File: src/rtl/dotp_pkg.sv
// Shared types and sizing for the dot-product sequencer: FSM state encoding,
// default operand/length widths and the overflow-free accumulator width.
package dotp_pkg;

    localparam int DOTP_DATA_W = 7;
    localparam int DOTP_LEN_W  = 4;

    typedef enum logic [2:0] {
        IDLE  = 3'd0,
        CLEAR = 3'd1,
        LOAD  = 3'd2,
        DRAIN = 3'd3,
        DONE  = 3'd4
    } state_t;

    // Up to 2^len_w-1 products of 2*data_w bits can never overflow this width.
    function automatic int acc_width(input int data_w, input int len_w);
        return 2 * data_w + len_w;
    endfunction

endpackage

File: src/rtl/dotp_mac.sv
// Two-stage multiply-accumulate: stage 1 registers the product of an accepted
// pair, stage 2 folds a valid product into the accumulator.
module dotp_mac #(
    parameter int DATA_W = 7,
    parameter int ACC_W  = 18
) (
    input  logic              clk,
    input  logic              rst_n,
    input  logic              clear,
    input  logic              accept,
    input  logic [DATA_W-1:0] a,
    input  logic [DATA_W-1:0] b,
    output logic [ACC_W-1:0]  acc
);

    localparam int PROD_W = 2 * DATA_W;

    logic [PROD_W-1:0] prod;
    logic              p_vld;

    always_ff @(posedge clk or negedge rst_n) begin
        if (!rst_n) begin
            prod  <= '0;
            p_vld <= 1'b0;
            acc   <= '0;
        end else begin
            if (accept) begin
                prod <= PROD_W'(a) * PROD_W'(b);
            end
            // p_vld tracks accepts only, so stalls and aborts never re-add prod.
            p_vld <= accept & ~clear;
            if (clear) begin
                acc <= '0;
            end else if (p_vld) begin
                acc <= acc + ACC_W'(prod);
            end
        end
    end

endmodule

File: src/rtl/dot_product_sequencer.sv
// Job controller for the streaming dot product: FSM, pair counter and the
// operand/result handshakes. Optional abort input enabled by DOTP_ABORT_EN.
module dot_product_sequencer
    import dotp_pkg::*;
#(
    parameter int DATA_W = DOTP_DATA_W,
    parameter int LEN_W  = DOTP_LEN_W,
    parameter int ACC_W  = acc_width(DOTP_DATA_W, DOTP_LEN_W)
) (
    input  logic              clk,
    input  logic              rst_n,
    input  logic              start,
    input  logic [LEN_W-1:0]  len,
`ifdef DOTP_ABORT_EN
    input  logic              abort,
`endif
    input  logic              in_valid,
    output logic              in_ready,
    input  logic [DATA_W-1:0] a_in,
    input  logic [DATA_W-1:0] b_in,
    output logic              result_valid,
    input  logic              result_ready,
    output logic [ACC_W-1:0]  result,
    output logic              busy,
    output state_t            fsm_state
);

    // Handshakes: a transfer happens on a rising edge where both valid and
    // ready are high; ready/valid from this block depend only on state (and
    // abort, which withdraws them), never on the partner's valid/ready.

    state_t           state, state_next;
    logic [LEN_W-1:0] cnt, cnt_next;
    logic             abort_hit;
    logic             accept;
    logic             clear;

`ifdef DOTP_ABORT_EN
    assign abort_hit = abort & (state != IDLE);
`else
    assign abort_hit = 1'b0;
`endif

    assign in_ready     = (state == LOAD) & ~abort_hit;
    assign result_valid = (state == DONE) & ~abort_hit;
    assign busy         = (state != IDLE);
    assign fsm_state    = state;
    assign accept       = in_valid & in_ready;

    always_ff @(posedge clk or negedge rst_n) begin
        if (!rst_n) begin
            state <= IDLE;
            cnt   <= '0;
        end else begin
            state <= state_next;
            cnt   <= cnt_next;
        end
    end

    always_comb begin
        state_next = state;
        cnt_next   = cnt;
        clear      = 1'b0;
        case (state)
            IDLE: begin
                if (start) begin
                    state_next = CLEAR;
                    cnt_next   = len;
                end
            end
            CLEAR: begin
                clear      = 1'b1;
                state_next = (cnt == '0) ? DONE : LOAD;
            end
            LOAD: begin
                if (accept) begin
                    cnt_next = cnt - LEN_W'(1);
                    if (cnt == LEN_W'(1)) begin
                        state_next = DRAIN;
                    end
                end
            end
            DRAIN: state_next = DONE;
            DONE: begin
                if (result_ready) begin
                    state_next = IDLE;
                end
            end
            default: state_next = IDLE;
        endcase
        if (abort_hit) begin
            state_next = IDLE;
        end
    end

    dotp_mac #(
        .DATA_W (DATA_W),
        .ACC_W  (ACC_W)
    ) u_mac (
        .clk    (clk),
        .rst_n  (rst_n),
        .clear  (clear),
        .accept (accept),
        .a      (a_in),
        .b      (b_in),
        .acc    (result)
    );

endmodule

File: config.mk
export PLATFORM = sky130hd
export DESIGN_NAME = dot_product_sequencer
export DESIGN_NICKNAME = d
export VERILOG_FILES = /design/src/rtl/dotp_pkg.sv /design/src/rtl/dotp_mac.sv /design/src/rtl/dot_product_sequencer.sv
export SDC_FILE = /design/constraint.sdc
export NUM_CORES = 1
export LEC_CHECK = 0
export ABC_AREA = 1
export BUFFER_PORTS_ARGS = -buffer_cell sky130_fd_sc_hd__buf_2
export CAP_MARGIN = 20
export CORE_ASPECT_RATIO = 0.75
export CORE_MARGIN = 10
export CORE_UTILIZATION = 44
export CTS_CLUSTER_DIAMETER = 50
export DETAILED_ROUTE_END_ITERATION = 12
export GPL_TIMING_DRIVEN = 0
export MAX_ROUTING_LAYER = met4
export PLACE_DENSITY = 0.67
export SYNTH_ARGS = -nofsm -noshare
export SYNTH_HDL_FRONTEND = slang
export SYNTH_HIERARCHICAL = 1
export SYNTH_SLANG_ARGS = --single-unit
File: constraint.sdc
create_clock -name clk -period 1.8 [get_ports clk]
set_input_delay 0 -clock clk [delete_from_list [all_inputs] [get_ports clk]]
set_output_delay 0 -clock clk [all_outputs]
set_load 0.01 [all_outputs]
==> out/qor.yml, run 1 <==
run_status:
  status: "complete, but fails checks"
  violations: "setup timing"
global_routing:
  grt_pass1_wl_mm: 18.7
  grt_max_degree: 41
  grt_pass1_vias: 3906
  gr-total-overflow: 0
  grt_usage_pct: 16.5
  antenna_found_initial: 0
cts:
  cts-root-buf: "clkbuf_16"
  clk_path_buf_depth: 2
  cts_tree: "built"
  h-tree-depth: 2
  clk_pin_slew_ns: 0.06
  cts_sinks: 40
  cts_made_buffers: 5
  worstSkewPairLatency_ns: 0.29
pwr:
  total_power_mw: 8.69
  peakVddDrop_v: 0.000892
  seq_power_share_pct: 19.9
  p_comb_share_pct: 69.5
  switchingPower_mw: 4.30
  powerDensity_nw_per_um2: 1550
  internal_power_mw: 4.38
  p_leak_nw: 3.01
  clockPowerShare_pct: 10.6
  switching_share_pct: 49.6
routing:
  wl_per_cell_um: 14.6
  dr_wl_met3_um: 433
  top_layer_used: "met4"
  ant_nets: 0
  viasPerCell: 5.12
  postRouteWirelength_mm: 11.4
  route.met2.wl_mm: 5.31
  met1_length_mm: 5.62
  drc: 0
  dr.pass1.iters: 5
  drtIter0Drc: 251
  via_count: 4012
synthesis:
  synth-seq-area-share_pct: 23.9
  synthesis.instances: 579
  synthMuxAreaShare_pct: 0
  synthAdderAreaFrac_pct: 26.3
  synth_edf_count: 0
  yosys.area_share.simple_pct: 30.2
  synth_fp_nets: 675
  syn_area_per_cell_sq_um: 7.23
  ys_seq_elements: 40
  synth.distinct_cells: 37
  synth_compound_area_share_pct: 9.53
  synth_warnings: 6
  synth_xor_area_share_pct: 1.05
  synthArstFlopShare_pct: 100
  synth_top_family_by_area: "simple AND/OR/NAND/NOR gates"
  yosys_most_used_dff: "dfrtp_1"
  synth_area_sq_um: 4190
critical_path:
  crit_slowest_cell: "fa_1"
  r2r_cells: 11
  cp_common_cell: "fa_1"
  r2r_end: "u_mac/acc[10]$_DFFE_PN0P_"
  ff2ff_setup_slack_ns: 0.04
  arrival_ns: 3.27
  crit_path_cell_trace: "buf_12 > nand2_8 > fa_1 > fa_1 > inv_1 > fa_1 > inv_1 > fa_1 > inv_2 > ha_4 > a21oi_4 > buf_4 > o21ai_4 > a21oi_2 > xor2_1 > o21ai_1"
  r2r_start: "u_mac/prod[0]$_DFFE_PN0P_"
  crit_path_end_kind: "flop"
  critical_path_class: "in -> reg"
  crit_fanout: 5
  cp.required_ns: 1.97
  start_kind: "input port"
  max_stage_delay_ns: 0.52
min_path:
  hold_start: "len[2]"
  hold_class: "in -> reg"
  hold_depth: 5
  min_to: "cnt[2]$_DFFE_PN0P_"
sta:
  whs_ns: 0.00707
  period_share_pct: 172
  final_hold_viol_count: 0
  setup_viol: 11
  maxSlewViolCount: 0
  max_slew_margin_pct: 38.9
  worst_slew_pin_slew_ns: 0.917
  fin_ws_ns: -1.30
  max_freq_mhz: 323
  fin_skew_ns: 0.00475
  grt_setup_unrepaired: "true"
  timing.final.crit_period_ns: 3.10
floorplan:
  io-pin-count: 47
  die-area_sq_um: 13900
  die_w_um: 133
  core_region_area_sq_um: 9160
  rows: 30
  die_h_um: 104
  start_util_pct: 45.7
cells_and_area:
  fillCellCount: 784
  final_cell_mix: "163 x nand2_1, 80 x inv_1, 36 x dfrtp_1"
  insertedDiodeCount: 0
  final_common_cell: "nand2_1"
  syn_to_final_growth_pct: 33.7
  nets: 750
  post_route_cells_drive_above_1_share_pct: 31.0
placement:
  hpwl_mm: 8.53
  place.gp.congestion: 0.937
  numPortBuffers: 46
job:
  cap_violations: 0
[cells in the mapped netlist, types with 2 or more instances]
cell type,instances,share of area (%)
nand2_1,183,16
inv_1,90,8.1
ha_1,48,14
dfrtp_1,40,24
nor2_1,39,3.5
nand3_1,33,3.9
a21oi_1,27,3.2
fa_1,25,12
o21ai_0,21,2.5
nand2_2,9,1.3
o21ai_1,7,0.84
inv_2,5,0.45
nor2_4,4,1.1
nor3_1,4,0.48
a21oi_2,3,0.63
clkbuf_1,3,0.27
nand4_1,3,0.45
nor2_2,3,0.45
or2_1,3,0.45
xnor2_1,3,0.63
a22o_1,2,0.42
a31oi_1,2,0.30
a32o_1,2,0.48
and2_1,2,0.30
nand2_4,2,0.54
nand3_2,2,0.48
nand3b_1,2,0.36
o21ai_2,2,0.42
xor2_1,2,0.42
[sequential cells by signal, summed over array words and instances (netlist names)]
name and cells:
cnt 4, u_mac/acc 18, u_mac/prod 14, u_mac/p_vld 1
fsm_state 3
[kinds of logic (layout without fill, tap and decap cells)]
family                     after synthesis  after routing
xor gates and xnor gates                 5              5
adders and majority gates               73             73
DFF                                     40             40
AOI/OAI and AO/OA                       70             70
buffers and inverters                  100            176
and+or+nand+nor                        291            291
[routing by layer]
layer,global-route usage [%],vias to the layer above
met3,2.70,3
met2,25.2,91
met4,2.51,0
li1,-,1989
met5,-,-
met1,22.7,1929
[what timing repair did]
item,in CTS,in global routing
endpoints found under the setup margin,22,29
hold buffers,2,0
hold endpoints to repair,41,0
buffers inserted,12,8
gates resized for setup,77,71
pin swaps,21,26
[worst max-delay path: cells and delay by family]
family,cells,cell delay (ns)
buf+inv,5,0.38
xor+xnor,1,0.21
fa+ha+maj,5,2.23
simple gates,1,0.04
compound gates,4,0.39
[worst max-delay path by stage]
stage	start	to	slack, ns
floorplan	a_in[2]	u_mac/prod[13]$_DFFE_PN0P_	-1.25
global placement	a_in[2]	u_mac/prod[7]$_DFFE_PN0P_	-1.66
detailed placement	a_in[2]	u_mac/prod[7]$_DFFE_PN0P_	-1.71
CTS	a_in[2]	u_mac/prod[13]$_DFFE_PN0P_	-1.23
global route	b_in[4]	u_mac/prod[13]$_DFFE_PN0P_	-1.40
finish	b_in[4]	u_mac/prod[7]$_DFFE_PN0P_	-1.30
[power groups by stage]
stage | combinational [mW] | clock (mW) | sequential, mW
after CTS | 5.25 | 0.945 | 1.65
after detailed placement | 4.70 | 0 | 1.66
after global routing | 6.71 | 0.975 | 1.78
after global placement | 4.61 | 0 | 1.65
final | 6.04 | 0.919 | 1.73
after floorplan | 3.47 | 0 | 1.65
[stage by stage]
stage	TNS, ns	area [sq um]	setup WS (ns)	util (%)	instances
floorplan	-10.21	4270	-1.25	-	579
global placement	-15.38	4660	-1.66	50.9	753
detailed placement	-16.08	4660	-1.71	50.9	753
CTS	-10.63	5230	-1.23	57.1	775
global route	-12.54	5600	-1.40	61.1	783
finish	-11.27	5600	-1.30	61.1	783
[cell type report]
| class | instances | area [sq um] | area share (%) |
|---|---|---|---|
| multi-input cells | 439 | 3350 | 59.9 |
| flip-flops and latches | 40 | 1010 | 18.0 |
| repair buffers | 68 | 539 | 9.64 |
| inverters | 96 | 362 | 6.46 |
| well taps | 128 | 160 | 2.86 |
| clock buffers | 7 | 143 | 2.55 |
| plain buffers | 4 | 26.3 | 0.470 |
| clock inverters | 1 | 7.51 | 0.134 |
Note: power is estimated with default switching activity, not from simulation.
==> inputs of run 2 (changes only) <==
--- a/config.mk
+++ b/config.mk
@@ -16,6 +16,7 @@
 export GPL_TIMING_DRIVEN = 0
 export MAX_ROUTING_LAYER = met4
 export PLACE_DENSITY = 0.67
+export REMOVE_ABC_BUFFERS = 1
 export SYNTH_ARGS = -nofsm -noshare
 export SYNTH_HDL_FRONTEND = slang
 export SYNTH_HIERARCHICAL = 1
==> out/qor.yml, run 2 (same netlist as run 1, synthesis figures left out) <==
pwr:
  p_leak_nw: 3.12  # was 3.01 nW
  powerDensity_nw_per_um2: 1560  # was 1550 nW/um^2
  peakVddDrop_v: 0.000957  # was 0.000892 V
sta:
  max_freq_mhz: 307  # was 323 MHz
  worst_slew_pin_slew_ns: 0.922  # was 0.917 ns
  max_slew_margin_pct: 38.5  # was 38.9%
  timing.final.crit_period_ns: 3.26  # was 3.10 ns
  final_hold_viol_count: 0  # unchanged
  maxSlewViolCount: 0  # unchanged
  period_share_pct: 181  # was 172%
  fin_skew_ns: 0.00512  # was 0.00475 ns
  setup_viol: 12  # was 11
  fin_ws_ns: -1.46  # was -1.30 ns
  grt_setup_unrepaired: "true"  # unchanged
cells_and_area:
  top_regs: "u_mac/acc: 18 flops, u_mac/prod: 14 flops, cnt: 4 flops"  # unchanged
  top_register: "u_mac/acc"  # unchanged
  fin_area_sq_um: 5730  # was 5600 sq um
  largest_reg_flops: 18  # unchanged
  syn_to_final_growth_pct: 36.9  # was 33.7%
  nets: 764  # was 750
  final_cells: 797  # was 783
  insertedDiodeCount: 0  # unchanged
  final_cell_mix: "162 x nand2_1, 78 x inv_1, 37 x dfrtp_1"  # was 163 x nand2_1, 80 x inv_1, 36 x dfrtp_1
  final_common_cell: "nand2_1"  # unchanged
  fillCellCount: 757  # was 784
  post_route_cells_drive_above_1_share_pct: 32.0  # was 31.0%
routing:
  via_count: 4221  # was 4,012
  ant_nets: 0  # unchanged
  dr.pass1.iters: 5  # unchanged
  wl_per_cell_um: 16.2  # was 14.6 um
  viasPerCell: 5.30  # was 5.12
  drc: 0  # unchanged
  postRouteWirelength_mm: 12.9  # was 11.4 mm
  drtIter0Drc: 368  # was 251
cts:
  h-tree-depth: 2  # unchanged
  cts_tree: "built"  # unchanged
  cts-root-buf: "clkbuf_16"  # unchanged
  worstSkewPairLatency_ns: 0.28  # was 0.29 ns
  clk_path_buf_depth: 2  # unchanged
  cts_made_buffers: 5  # unchanged
  clk_pin_slew_ns: 0.06  # about the same
  cts_sinks: 40  # unchanged
floorplan:
  rows: 30  # unchanged
  io-pin-count: 47  # unchanged
  die_h_um: 104  # unchanged
  core_region_area_sq_um: 9160  # unchanged
  die-area_sq_um: 13900  # unchanged
  die_w_um: 133  # unchanged
  start_util_pct: 45.7  # unchanged
global_routing:
  grt_pass1_vias: 3956  # was 3,906
  grt_pass1_wl_mm: 19.1  # was 18.7 mm
  grt_usage_pct: 16.6  # was 16.5%
  gr-total-overflow: 0  # unchanged
  grt_max_degree: 41  # unchanged
  antenna_found_initial: 0  # unchanged
job:
  cap_violations: 0  # unchanged
min_path:
  hold_class: "in -> reg"  # unchanged
critical_path:
  crit_family: "adder cells"  # unchanged
  arrival_ns: 3.48  # was 3.27 ns
  crit_path_end_kind: "flop"  # unchanged
  path_buf_inv: 4  # was 5
  r2r_start: "fsm_state[0]$_DFFE_PN0P_"  # was u_mac/prod[0]$_DFFE_PN0P_
  critical_path_class: "in -> reg"  # unchanged
  ff2ff_setup_slack_ns: -0.07  # was 0.04 ns
  endpoint: "u_mac/prod[13]$_DFFE_PN0P_"  # was u_mac/prod[7]$_DFFE_PN0P_
  crit_slowest_cell: "fa_1"  # unchanged
  crit_fanout: 5  # unchanged
  critical_path_depth: 19  # was 16
  r2r_end: "u_mac/prod[4]$_DFFE_PN0P_"  # was u_mac/acc[10]$_DFFE_PN0P_
  r2r_cells: 7  # was 11
  critPathLaunch: "b_in[3]"  # was b_in[4]
  cp.required_ns: 2.02  # was 1.97 ns
  cp_common_cell: "fa_1"  # unchanged
  max_stage_delay_ns: 0.54  # was 0.52 ns
  start_kind: "input port"  # unchanged
  crit_path_cell_trace: "buf_12 > nand2_4 > fa_1 > fa_1 > inv_2 > fa_1 > inv_2 > fa_1 > inv_2 > ha_4 > a21oi_4 > nor2_2 > nor2_2 > nand2_4 > nand2_4 > nand2_2 > nand2_1 > nand3_1 > nand2_1"  # was buf_12 > nand2_8 > fa_1 > fa_1 > inv_1 > fa_1 > inv_1 > fa_1 > inv_2 > ha_4 > a21oi_4 > buf_4 > o21ai_4 > a21oi_2 > xor2_1 > o21ai_1
placement:
  preCtsSetupSlack_ns: -1.94  # was -1.71 ns
  numPortBuffers: 46  # unchanged
  hpwl_mm: 8.00  # was 8.53 mm
  place.gp.congestion: 0.945  # was 0.937
  placed_cells: 749  # was 753
  placed_area_sq_um: 4560  # was 4660 sq um
run_status:
  violations: "setup timing"  # unchanged
  status: "complete, but fails checks"  # unchanged
==> run 2: changes by cell type in the layout (fill, tap and decap cells not counted), sizes merged <==
cell      delta
clkinvlp     -1
clkinv       +1
clkbuf       -4
bufinv       +1
nor2         +1
buf         +16
==> run 2: what timing repair did <==
item | 4_1_cts | 5_1_grt
hold endpoints to repair | 41 | 0
setup buffers | 23 | 15
resized for setup | 101 | 73
endpoints found under the setup margin | 31 | 28
hold buffers | 2 | 0
pin swaps | 38 | 36
gates cloned | 1 | 0
==> run 2: worst min path at each step <==
stage                 from                  endpoint  slack, ns  cells after the start
floorplan            rst_n        cnt[0]$_DFFE_PN0P_      -0.30                      0
global placement     rst_n  fsm_state[0]$_DFFE_PN0P_       0.19                      1
detailed placement   rst_n  fsm_state[0]$_DFFE_PN0P_       0.19                      1
CTS                 len[2]        cnt[2]$_DFFE_PN0P_       0.02                      5
global route        len[2]        cnt[2]$_DFFE_PN0P_       0.04                      5
finish              len[2]        cnt[2]$_DFFE_PN0P_       0.02                      5
==> run 2: worst register-to-register path: stages, from the launching register on <==
cell and delay (ns):
dfrtp_2 0.43, nor2_4 0.20, nand2_4 0.13, nor2_4 0.32
clkinv_2 0.32, a21oi_1 0.22, o21ai_1 0.11, nand2_1 0.08
==> run 2: final cells by class <==
cell class / count / area, sq um / area share (%)
multi-input cells: 440 / 3320 / 57.9
flip-flops and latches: 40 / 1000 / 17.5
repair buffers: 85 / 723 / 12.6
inverters: 96 / 362 / 6.31
well taps: 128 / 160 / 2.79
clock buffers: 6 / 129 / 2.25
clock inverters: 2 / 35.0 / 0.611
==> run 2: routing by layer <==
metal	up-vias	global-route usage [%]	wire (um)
li1	2013	-	-
met1	2003	23.1	5730
met2	178	24.2	6120
met3	27	3.47	827
met4	0	3.37	213
met5	-	-	0
==> run 2: metrics by stage <==
stage | total power, mW | TNS [ns] | utilization (%) | hold slack (ns)
final | 8.93 | -12.97 | 62.6 | 0.0206
after global routing | 9.64 | -14.33 | 62.6 | 0.0429
after CTS | 8.05 | -10.65 | 58.3 | 0.0167
after detailed placement | 6.10 | -24.38 | 49.8 | 0.191
after global placement | 6.03 | -23.79 | 49.8 | 0.186
after floorplan | 4.95 | -13.38 | - | -0.296
==> run 2: where the power goes <==
group | switching, mW | total [mW] | internal (mW) | leakage (nW)
clock | 0.359 | 1.01 | 0.652 | 0.0808
combinational | 3.67 | 6.21 | 2.54 | 2.53
sequential | 0.409 | 1.71 | 1.30 | 0.507
==> inputs of run 3 (changes only) <==
--- a/config.mk
+++ b/config.mk
@@ -5,7 +5,6 @@
 export SDC_FILE = /design/constraint.sdc
 export NUM_CORES = 1
 export LEC_CHECK = 0
-export ABC_AREA = 1
 export BUFFER_PORTS_ARGS = -buffer_cell sky130_fd_sc_hd__buf_2
 export CAP_MARGIN = 20
 export CORE_ASPECT_RATIO = 0.75
@@ -17,6 +16,7 @@
 export MAX_ROUTING_LAYER = met4
 export PLACE_DENSITY = 0.67
 export REMOVE_ABC_BUFFERS = 1
+export SKIP_LAST_GASP = 1
 export SYNTH_ARGS = -nofsm -noshare
 export SYNTH_HDL_FRONTEND = slang
 export SYNTH_HIERARCHICAL = 1
==> out/qor.yml, run 3 <==
floorplan:
  die_w_um: 130  # was 133 um
  die-area_sq_um: 13300  # was 13,900 sq um
  start_util_pct: 46.2  # was 45.7%
  io-pin-count: 47  # unchanged
  core_region_area_sq_um: 8640  # was 9160 sq um
  die_h_um: 102  # was 104 um
  rows: 29  # was 30
cts:
  worstSkewPairLatency_ns: 0.28  # about the same
  cts_made_buffers: 5  # unchanged
  cts_tree: "built"  # unchanged
  clk_pin_slew_ns: 0.06  # about the same
  cts_sinks: 40  # unchanged
  h-tree-depth: 2  # unchanged
  clk_path_buf_depth: 2  # unchanged
  cts-root-buf: "clkbuf_16"  # unchanged
synthesis:
  synth_top_area_share_pct: 25.1  # was 23.9%
  synth-seq-area-share_pct: 25.1  # was 23.9%
  syn_area_per_cell_sq_um: 9.75  # was 7.23 sq um
  synthArstFlopShare_pct: 100  # unchanged
  synthesis.instances: 409  # was 579
  synth_most_common_cell: "ha_1"  # was nand2_1
  yosys.area_share.simple_pct: 17.4  # was 30.2%
  synth_area_leaders: "dfrtp_1 25%, ha_1 15%, fa_1 13%"  # was dfrtp_1 24%, nand2_1 16%, ha_1 14%
  synth_area_leader_cell: "dfrtp_1"  # unchanged
  synthAdderAreaFrac_pct: 27.6  # was 26.3%
  synthTopCellsByCount: "48 x ha_1, 40 x dfrtp_1, 34 x inv_1"  # was 183 x nand2_1, 90 x inv_1, 48 x ha_1
  synth_area_sq_um: 3990  # was 4190 sq um
  synth.distinct_cells: 61  # was 37
  synth_compound_area_share_pct: 15.9  # was 9.53%
  yosys_most_used_dff: "dfrtp_1"  # unchanged
  synth_warnings: 6  # unchanged
  synth_top_family_by_area: "adder cells"  # was simple AND/OR/NAND/NOR gates
  synthMuxAreaShare_pct: 5.30  # was 0%
  synth_xor_area_share_pct: 4.17  # was 1.05%
  ys_seq_elements: 40  # unchanged
  synth_edf_count: 0  # unchanged
critical_path:
  cp.required_ns: 1.96  # was 2.02 ns
  start_kind: "input port"  # unchanged
  crit_path_end_kind: "flop"  # unchanged
  arrival_ns: 3.39  # was 3.48 ns
  r2r_start: "u_mac/prod[0]$_DFFE_PN0P_"  # was fsm_state[0]$_DFFE_PN0P_
  ff2ff_setup_slack_ns: -0.46  # was -0.07 ns
  crit_fanout: 6  # was 5
  r2r_cells: 9  # was 7
  critical_path_class: "in -> reg"  # unchanged
  r2r_end: "u_mac/acc[12]$_DFFE_PN0P_"  # was u_mac/prod[4]$_DFFE_PN0P_
sta:
  whs_ns: 0.0446  # was 0.0206 ns
  grt_setup_unrepaired: "true"  # unchanged
  max_freq_mhz: 310  # was 307 MHz
  worst_slew_pin_slew_ns: 0.982  # was 0.922 ns
  fin_ws_ns: -1.43  # was -1.46 ns
  final_hold_viol_count: 0  # unchanged
  setup_viol: 25  # was 12
  final.setup.tns_ns: -16.03  # was -12.97 ns
  max_slew_margin_pct: 34.5  # was 38.5%
  maxSlewViolCount: 0  # unchanged
  period_share_pct: 179  # was 181%
  timing.final.crit_period_ns: 3.23  # was 3.26 ns
  fin_skew_ns: 0.00579  # was 0.00512 ns
pwr:
  peakVddDrop_v: 0.000667  # was 0.000957 V
  clockPowerShare_pct: 10.4  # was 11.3%
  total_power_mw: 8.01  # was 8.93 mW
  switching_share_pct: 44.4  # was 49.7%
  internal_power_mw: 4.45  # was 4.49 mW
  seq_power_share_pct: 21.3  # was 19.1%
  switchingPower_mw: 3.55  # was 4.44 mW
  p_comb_share_pct: 68.4  # was 69.6%
  powerDensity_nw_per_um2: 1480  # was 1560 nW/um^2
  p_leak_nw: 2.50  # was 3.12 nW
job:
  cap_violations: 0  # unchanged
global_routing:
  antenna_found_initial: 0  # unchanged
  grt_max_degree: 41  # unchanged
  gr-total-overflow: 0  # unchanged
  grt_pass1_vias: 3168  # was 3,956
  grt_pass1_wl_mm: 15.6  # was 19.1 mm
  grt_usage_pct: 14.8  # was 16.6%
cells_and_area:
  fin_util_pct: 62.7  # was 62.6%
  final_cells: 594  # was 797
  final_common_cell: "dfrtp_1"  # was nand2_1
  nets: 582  # was 764
  largest_reg_flops: 18  # unchanged
  top_regs: "u_mac/acc: 18 flops, u_mac/prod: 14 flops, cnt: 4 flops"  # unchanged
  syn_to_final_growth_pct: 35.9  # was 36.9%
  final_cell_mix: "39 x dfrtp_1, 34 x buf_2, 31 x inv_1"  # was 162 x nand2_1, 78 x inv_1, 37 x dfrtp_1
  insertedDiodeCount: 0  # unchanged
  top_register: "u_mac/acc"  # unchanged
  post_route_cells_drive_above_1_share_pct: 35.0  # was 32.0%
  fillCellCount: 650  # was 757
placement:
  place.gp.congestion: 0.842  # was 0.945
  numPortBuffers: 46  # unchanged
  placed_cells: 554  # was 749
  hpwl_mm: 6.67  # was 8.00 mm
routing:
  ant_nets: 0  # unchanged
  viasPerCell: 5.65  # was 5.30
  drtIter0Drc: 222  # was 368
  postRouteWirelength_mm: 10.1  # was 12.9 mm
  wl_per_cell_um: 17.1  # was 16.2 um
  dr.pass1.iters: 5  # unchanged
  drc: 0  # unchanged
  via_count: 3358  # was 4,221
run_status:
  violations: "setup timing"  # unchanged
  status: "complete, but fails checks"  # unchanged
min_path:
  hold_depth: 3  # was 5
  hold_class: "in -> reg"  # unchanged
  min_to: "cnt[3]$_DFFE_PN0P_"  # was cnt[2]$_DFFE_PN0P_
  hold_start: "len[3]"  # was len[2]
## run 3: layout make-up
type / instances / area [sq um] / area share (%)
inverters: 34 / 128 / 2.36
well taps: 108 / 135 / 2.49
repair buffers: 78 / 646 / 11.9
clock inverters: 1 / 5.00 / 0.0924
flip-flops and latches: 40 / 1000 / 18.5
clock buffers: 6 / 129 / 2.38
multi-input cells: 327 / 3370 / 62.3
## run 3: stage by stage
stage          worst slack (ns)  instance area (sq um)
5_1_grt                   -1.52                   5420
4_1_cts                   -1.41                   5130
6_report                  -1.43                   5420
3_3_place_gp              -2.11                   4300
3_5_place_dp              -2.09                   4300
2_1_floorplan             -1.69                   3940
## run 3: cells by family (layout without fill, tap and decap cells)
family / Yosys count / after routing
simple gates: 131 / 132
compound gates: 83 / 83
fa+ha+maj: 73 / 73
buf+inv: 43 / 119
flops: 40 / 40
mux: 20 / 20
xor+xnor: 19 / 19
## run 3: repair_timing
item | 4_1_cts | 5_1_grt
pin swaps | 67 | 49
resized for setup | 104 | 38
hold endpoints to repair | 44 | 0
cloned | 0 | 1
endpoints found under the setup margin | 24 | 28
setup buffers | 17 | 11
hold buffers | 5 | 0
## run 3: how the worst max path moves through the flow
stage,from,end,slack [ns],depth (start not counted)
after floorplan,b_in[6],u_mac/prod[11]$_DFFE_PN0P_,-1.69,14
after global placement,a_in[0],u_mac/prod[11]$_DFFE_PN0P_,-2.11,15
after detailed placement,a_in[0],u_mac/prod[11]$_DFFE_PN0P_,-2.09,15
after CTS,a_in[2],u_mac/prod[9]$_DFFE_PN0P_,-1.41,15
after global routing,a_in[2],u_mac/prod[11]$_DFFE_PN0P_,-1.52,15
final,a_in[2],u_mac/prod[11]$_DFFE_PN0P_,-1.43,15
## run 3: power by group through the flow
| stage | registers, mW | logic, mW | clock network (mW) |
|---|---|---|---|
| after floorplan | 1.63 | 2.86 | 0 |
| after global placement | 1.65 | 3.65 | 0 |
| after detailed placement | 1.67 | 3.72 | 0 |
| after CTS | 1.67 | 4.90 | 0.853 |
| after global routing | 1.76 | 5.94 | 0.893 |
| final | 1.70 | 5.47 | 0.832 |
## run 3: critical path: stages
cell	delay [ns]
buf_12	0.09
nand2_4	0.05
fa_1	0.49
fa_1	0.51
inv_1	0.05
fa_1	0.47
inv_1	0.05
fa_2	0.52
inv_2	0.05
ha_4	0.29
nor2_4	0.06
o31ai_4	0.27
nor2_1	0.10
xnor2_1	0.13
mux2_2	0.26
## run 3: per-layer routing
metal | track usage, % | wire (um) | vias up
met5 | - | 0 | -
met4 | 3.28 | 110 | 0
met3 | 2.28 | 302 | 9
met2 | 23.0 | 5010 | 47
met1 | 19.9 | 4720 | 1696
li1 | - | - | 1606
